## src/rtl/whitening_pkg.sv

```systemverilog
// whitening_pkg: state codes, control-word layout and shared constants for the whitening sequencer
package whitening_pkg;
  localparam int ADDR_W_DEF = 14;
  localparam logic RD = 1'b1;
  localparam logic WR = 1'b0;

  typedef enum logic [3:0] {
    IDLE     = 4'd0,
    CEN_LOAD = 4'd1,
    CEN_WAIT = 4'd2,
    STORE    = 4'd3,
    COV      = 4'd4,
    COV_WAIT = 4'd5,
    QR       = 4'd6,
    QR_WAIT  = 4'd7,
    EIG      = 4'd8,
    MULT1    = 4'd9,
    MULT2    = 4'd10,
    DONE     = 4'd11
  } state_t;

  typedef struct packed {
    logic en_mem1;
    logic en_mem2;
    logic en_mem3;
    logic r_w1;
    logic r_w2;
    logic go_cen;
    logic go_cov;
    logic go_qr;
    logic en_eig;
    logic en_multi_1;
    logic en_multi_2;
    logic busy;
    logic done;
  } ctrl_t;

  localparam ctrl_t CTRL_RST = '{r_w1: RD, r_w2: RD, default: 1'b0};

  function automatic logic is_wait(state_t s);
    return s inside {CEN_WAIT, COV_WAIT, QR_WAIT};
  endfunction
endpackage

```

## src/rtl/busy_handshake.sv

```systemverilog
// busy_handshake: waits for a stage's busy to rise then fall, flagging a timeout if it never rises
module busy_handshake #(
  parameter int BUSY_TO = 255
) (
  input  logic i_clk,
  input  logic i_rst,
  input  logic i_restart,
  input  logic i_busy,
  output logic o_done,
  output logic o_timeout
);
  localparam int CW = $clog2(BUSY_TO + 1);

  logic          r_seen;
  logic [CW-1:0] r_cnt;

  always_ff @(posedge i_clk or posedge i_rst)
    if (i_rst) begin
      r_seen <= 1'b0;
      r_cnt  <= '0;
    end else if (i_restart) begin
      r_seen <= 1'b0;
      r_cnt  <= '0;
    end else begin
      r_seen <= r_seen | i_busy;
      r_cnt  <= r_seen ? r_cnt : r_cnt + 1'b1;
    end

  // busy already high on entry moves straight to the fall watch
  assign o_done    = ~i_restart & r_seen & ~i_busy;
  assign o_timeout = ~i_restart & ~r_seen & ~i_busy & (r_cnt == CW'(BUSY_TO - 1));
endmodule

```

## src/rtl/whitening_sequencer.sv

```systemverilog
// whitening_sequencer: steps the whitening pipeline via enables, GO pulses and sample addresses
module whitening_sequencer
  import whitening_pkg::*;
#(
  parameter int N_SAMPLES = 16384,
  parameter int ADDR_W    = ADDR_W_DEF,
  parameter int RD_LAT    = 1,
  parameter int M2_LAT    = 2,
  parameter int EIG_CYC   = 4,
  parameter int M1_CYC    = 4,
  parameter int BUSY_TO   = 255
) (
  input  logic              CLK_whitening,
  input  logic              RST_whitening,
  input  logic              GO_whitening,
  input  logic              New_one,
  input  logic              CEN_busy,
  input  logic              COV_busy,
  input  logic              QR_busy,
  output logic [ADDR_W-1:0] addr,
  output logic [ADDR_W-1:0] addr_wr,
  output logic              En_mem1,
  output logic              En_mem2,
  output logic              En_mem3,
  output logic              R_w1,
  output logic              R_w2,
  output logic              GO_cen,
  output logic              GO_cov,
  output logic              GO_QR,
  output logic              En_eig,
  output logic              En_multi_1,
  output logic              En_multi_2,
  output logic              Whitening_busy,
  output logic              Whitening_done,
  output logic              Whitening_err,
  output logic [3:0]        state
);
  localparam int CW = ADDR_W + 1;
  localparam int LAT = RD_LAT + M2_LAT;
  localparam logic [CW-1:0] LAST = CW'(N_SAMPLES - 1);

  state_t            r_state, w_nxt;
  logic [CW-1:0]     r_cnt, w_cnt;
  logic              r_err, w_err, w_end;
  ctrl_t             r_ctrl, w_ctrl;
  logic [ADDR_W-1:0] r_addr, r_addr_wr, w_addr, w_addr_wr;
  logic              w_hs_busy, w_hs_done, w_hs_to;
  logic              w_m2_rd, w_m2_wr, w_sweep;

  assign w_hs_busy = (r_state == CEN_WAIT) ? CEN_busy : (r_state == COV_WAIT) ? COV_busy : QR_busy;

  busy_handshake #(.BUSY_TO(BUSY_TO)) u_hs (
    .i_clk    (CLK_whitening),
    .i_rst    (RST_whitening),
    .i_restart(!is_wait(r_state)),
    .i_busy   (w_hs_busy),
    .o_done   (w_hs_done),
    .o_timeout(w_hs_to)
  );

  always_comb begin
    w_end = 1'b1;
    case (r_state)
      IDLE:                        w_end = GO_whitening;
      CEN_LOAD, STORE, COV:        w_end = r_cnt == LAST;
      CEN_WAIT, COV_WAIT, QR_WAIT: w_end = w_hs_done;
      EIG:                         w_end = r_cnt == CW'(EIG_CYC - 1);
      MULT1:                       w_end = r_cnt == CW'(M1_CYC - 1);
      MULT2:                       w_end = r_cnt == CW'(N_SAMPLES + LAT - 1);
      default:                     w_end = 1'b1;
    endcase
    w_nxt = w_end ? ((r_state == DONE) ? IDLE : state_t'(r_state + 4'd1)) : r_state;
    w_cnt = (w_end || r_state == IDLE) ? '0 : r_cnt + 1'b1;
    w_err = (r_state == IDLE && GO_whitening) ? 1'b0 : r_err;
    if (w_hs_to) begin
      w_nxt = IDLE;
      w_err = 1'b1;
    end
    // abort outranks both timeout and normal advance
    if (New_one && r_state != IDLE) begin
      w_nxt = CEN_LOAD;
      w_cnt = '0;
      w_err = r_err;
    end
  end

  // outputs are decoded from the next state/count so every port comes straight off a flop
  assign w_m2_rd = w_cnt < CW'(N_SAMPLES);
  assign w_m2_wr = w_cnt >= CW'(LAT);
  assign w_sweep = w_nxt inside {CEN_LOAD, STORE, COV};

  always_comb begin
    w_ctrl            = CTRL_RST;
    w_ctrl.en_mem1    = w_nxt inside {CEN_LOAD, STORE};
    w_ctrl.en_mem2    = w_nxt inside {STORE, COV} || (w_nxt == MULT2 && w_m2_rd);
    w_ctrl.en_mem3    = w_nxt == MULT2 && w_m2_wr;
    w_ctrl.r_w1       = (w_nxt == STORE) ? WR : RD;
    w_ctrl.r_w2       = w_ctrl.en_mem3 ? WR : RD;
    w_ctrl.go_cen     = w_nxt == CEN_LOAD && w_cnt == '0;
    w_ctrl.go_cov     = w_nxt == COV && w_cnt == '0;
    w_ctrl.go_qr      = w_nxt == QR;
    w_ctrl.en_eig     = w_nxt == EIG;
    w_ctrl.en_multi_1 = w_nxt == MULT1;
    w_ctrl.en_multi_2 = w_nxt == MULT2;
    w_ctrl.busy       = w_nxt != IDLE;
    w_ctrl.done       = w_nxt == DONE;
    w_addr            = (w_nxt == MULT2 && !w_m2_rd) ? LAST[ADDR_W-1:0] :
                        (w_sweep || w_nxt == MULT2) ? w_cnt[ADDR_W-1:0] : '0;
    w_addr_wr         = w_ctrl.en_mem3 ? ADDR_W'(w_cnt - CW'(LAT)) : '0;
  end

  always_ff @(posedge CLK_whitening or posedge RST_whitening)
    if (RST_whitening) begin
      r_state   <= IDLE;
      r_cnt     <= '0;
      r_err     <= 1'b0;
      r_ctrl    <= CTRL_RST;
      r_addr    <= '0;
      r_addr_wr <= '0;
    end else begin
      r_state   <= w_nxt;
      r_cnt     <= w_cnt;
      r_err     <= w_err;
      r_ctrl    <= w_ctrl;
      r_addr    <= w_addr;
      r_addr_wr <= w_addr_wr;
    end

  assign addr           = r_addr;
  assign addr_wr        = r_addr_wr;
  assign En_mem1        = r_ctrl.en_mem1;
  assign En_mem2        = r_ctrl.en_mem2;
  assign En_mem3        = r_ctrl.en_mem3;
  assign R_w1           = r_ctrl.r_w1;
  assign R_w2           = r_ctrl.r_w2;
  assign GO_cen         = r_ctrl.go_cen;
  assign GO_cov         = r_ctrl.go_cov;
  assign GO_QR          = r_ctrl.go_qr;
  assign En_eig         = r_ctrl.en_eig;
  assign En_multi_1     = r_ctrl.en_multi_1;
  assign En_multi_2     = r_ctrl.en_multi_2;
  assign Whitening_busy = r_ctrl.busy;
  assign Whitening_done = r_ctrl.done;
  assign Whitening_err  = r_err;
  assign state          = r_state;
endmodule

```

## config.mk

```make
export PLATFORM = sky130hd
export DESIGN_NAME = whitening_sequencer
export DESIGN_NICKNAME = d
export VERILOG_FILES = /design/src/rtl/whitening_pkg.sv /design/src/rtl/busy_handshake.sv /design/src/rtl/whitening_sequencer.sv
export SDC_FILE = /design/constraint.sdc
export NUM_CORES = 1
export LEC_CHECK = 0
export ABC_AREA = 0
export CAP_MARGIN = 0
export CORE_MARGIN = 4
export CORE_UTILIZATION = 40
export DETAILED_ROUTE_END_ITERATION = 16
export SLEW_MARGIN = 20
export SYNTH_ARGS = -nofsm -noshare
export SYNTH_HDL_FRONTEND = slang
export SYNTH_SLANG_ARGS = --single-unit
```

## constraint.sdc

```tcl
create_clock -name CLK_whitening -period 4.68 [get_ports CLK_whitening]
set_input_delay 0.468 -clock CLK_whitening [delete_from_list [all_inputs] [get_ports CLK_whitening]]
set_output_delay 0.468 -clock CLK_whitening [all_outputs]
set_load 0.05 [all_outputs]
```

==> impl_metrics.py <==
metrics = {
    "setup_path": {
        "startpoint": "state[0]$_DFF_PP0_",
        "cp_max_fo": 16,
        "cp_top_family": "compound AO/OA/AOI/OAI gates",
        "end_kind": "register",
        "slowest_stage": "o311ai_4",
        "startpoint_type": "register",
        "max_stage_delay_ns": 0.78,
        "r2r_cells": 14,
        "critPathArrivalTime_ns": 4.21,
        "worstReg2RegEnd": "addr_wr[5]$_DFF_PP0_",
        "regToRegSetupSlack_ns": 0.66,
        "crit_buf_inv": 4,
        "cp_data_required_time_ns": 4.87,
        "worstPathCellList": "inv_1 > ha_1 > nor3_1 > o311ai_1 > o32ai_1 > a211oi_4 > buf_4 > nand2_1 > inv_1 > ha_1 > clkinv_1 > nor3_1 > o311ai_4 > a21oi_1",
        "r2r-start": "state[0]$_DFF_PP0_",
        "worstSetupPathType": "reg2reg",
    },
    "final_layout": {
        "layout.area.seq_um2": 1750,
        "multi_input_area_um2": 2150,
        "antenna_cells": 0,
        "n_fill_cell": 921,
        "nNetsFinal": 465,
        "drive_above_1_share": 0.145,
        "area_growth_pct": 18.5,
    },
    "flow_run": {
        "maxCapViolCount": 0,
    },
    "grt": {
        "grt_util_all_layers": 0.175,
        "grt_max_degree": 38,
        "grt_overflow_total": 0,
        "grt_pass1_vias": 3125,
        "antenna_found_initial": 0,
        "grt_pass1_wl_mm": 16.4,
    },
    "routing": {
        "ant_nets": 0,
        "drt_iter0_drc": 147,
        "num_vias": 3190,
        "wl_per_cell_um": 16.7,
        "dr.pass1.iters": 4,
        "drc": 0,
        "routed_via_density": 5.43,
        "finalWirelength_mm": 9.80,
    },
    "power": {
        "power_uw": 2130,
        "leakage_uw": 0.00210,
        "pwr_density_cell_nw_per_um2": 435,
        "ir_drop_v": 0.000247,
    },
    "cts": {
        "cts.repair.resized": 0,
        "cts_buffer_depth": 2,
        "hold_buffers": 0,
        "clk_pin_slew_ns": 0.08,
        "clkSinkCount": 70,
        "cts_tree": "done",
        "root_buffer": "clkbuf_8",
        "h-tree-depth": 3,
        "cts_buffers": 9,
        "clk_latency_ns": 0.36,
        "postCtsSetupBuffers": 0,
    },
    "yosys": {
        "yosys_most_used_dff": "dfrtp_1",
        "yosys_warnings": 0,
        "synth-seq-cells": 70,
        "synth_top_area_share": 0.412,
        "yosysMostFrequentCell": "dfrtp_1",
        "mappedNetlistNets": 422,
        "netlist_top_cells_count": "dfrtp_1 (68), nor2_1 (33), nand2_1 (23)",
        "syn_avg_cell_area_um2": 10.2,
        "yosysTopAreaCell": "dfrtp_1",
        "netlist_top_cells_area": "dfrtp_1 (41%), a2bb2oi_2 (3.6%), xnor2_1 (3.6%), nor2_1 (3.0%), xor2_1 (2.8%)",
        "synth-edff-count": 0,
        "async_reset_ff_frac": 1.00,
        "postSynthCellCount": 406,
        "ys_types": 84,
        "synth-seq-area-share": 0.425,
        "synthesis.area_um2": 4130,
    },
    "min_path": {
        "min_from": "Whitening_err$_DFFE_PP0P_",
        "hold_end": "Whitening_err$_DFFE_PP0P_",
        "hold_class": "reg2reg",
        "holdPathStages": 2,
    },
    "floorplan": {
        "rows": 36,
        "fp.dieH_um": 110,
        "start_util": 0.417,
        "die_x_um": 110,
        "core_um2": 9910,
        "ios": 53,
        "die-area_um2": 12000,
    },
    "placement": {
        "port_buffers": 52,
        "place.gp.congestion": 0.895,
        "pre_cts_ws_ns": 0.726,
        "dpl.hpwl_mm": 7.17,
    },
    "timing": {
        "period_needed_ns": 4.02,
        "fmax_ghz": 0.249,
        "tns_ns": 0,
        "maxSlewHeadroom": 0.428,
        "finalHoldViolCount": 0,
        "post-route-period-util": 0.859,
        "fin_ws_ns": 0.659,
        "clock_skew_ns": 0.0160,
        "drv_slew": 0,
        "tightest_slew_ns": 0.855,
        "rsz0062_at_grt": "no",
        "setup_viol": 0,
    },
    "status": {
        "status": "completed",
    },
}
tightest hold or removal path, delay by kind of cell, from the launching register on:
family	cells	cell delay, ns
flops	1	0.36
simple gates	1	0.05
compound gates	1	0.06
layer usage:
layer,wire [um],global-route usage
met3,463,0.0299
met1,4650,0.246
met4,204,0.0721
met5,0,0
met2,4480,0.269
metrics by stage:
stage | utilization | instance area [um2] | cells | hold WS (ns)
2_1_floorplan | - | 4130 | 406 | 0.505
5_1_grt | 0.494 | 4890 | 587 | 0.551
6_report | 0.494 | 4890 | 587 | 0.507
3_3_place_gp | 0.473 | 4690 | 571 | 0.477
4_1_cts | 0.494 | 4890 | 587 | 0.518
3_5_place_dp | 0.473 | 4690 | 571 | 0.499
flip-flops by register name (all words and copies together), names as in the netlist:
name / count
En_eig: 1
En_mem1: 1
En_mem2: 1
En_mem3: 1
En_multi_1: 1
En_multi_2: 1
GO_QR: 1
GO_cen: 1
GO_cov: 1
R_w1: 1
R_w2: 1
Whitening_busy: 1
Whitening_done: 1
Whitening_err: 1
addr: 14
addr_wr: 14
r_cnt: 15
state: 4
u_hs.r_cnt: 8
u_hs.r_seen: 1
power breakdown:
group          internal (uW)  switching, uW
combinational            307            594
clock                    264            246
sequential               655           64.4
total                   1230            904
worst max-delay path by stage:
stage                                       end  cells past startpoint
after CTS                  addr_wr[3]$_DFF_PP0_                     14
after floorplan           addr_wr[11]$_DFF_PP0_                     15
after global routing       addr_wr[3]$_DFF_PP0_                     14
final                      addr_wr[5]$_DFF_PP0_                     14
after detailed placement   addr_wr[7]$_DFF_PP0_                     14
after global placement     addr_wr[6]$_DFF_PP0_                     14
logic make-up (layout without fill, tap and decap cells):
family,count (synthesis),in the layout,synth area share
compound gates,96,96,0.204
xor+xnor,30,30,0.0636
fa+ha+maj,9,9,0.0273
buf+inv,44,92,0.0557
flops,70,70,0.425
mux,4,4,0.0118
simple gates,153,153,0.213
layout by cell type, fill, tap and decap left out, types with 10 or more instances in the layout:
cell type        Yosys  layout
o21ai_0             16      16
dfrtp_1             68      68
a21oi_1             19      19
xor2_1              13      13
clkbuf_8             0      10
nand3_1             18      18
inv_1               18      17
nor2_1              33      33
nand2_1             23      23
clkdlybuf4s50_1      0      52
a2bb2oi_2           10      10
xnor2_1             17      17
layout make-up:
class | count | share of cell area
inverter | 21 | 0.0161
tap | 133 | 0.0340
multi-input combinational | 292 | 0.438
sequential | 70 | 0.358
timing repair buffer | 55 | 0.111
clock buffer | 10 | 0.0281
clock inverter | 6 | 0.0141
(Power assumes the default switching activity.)
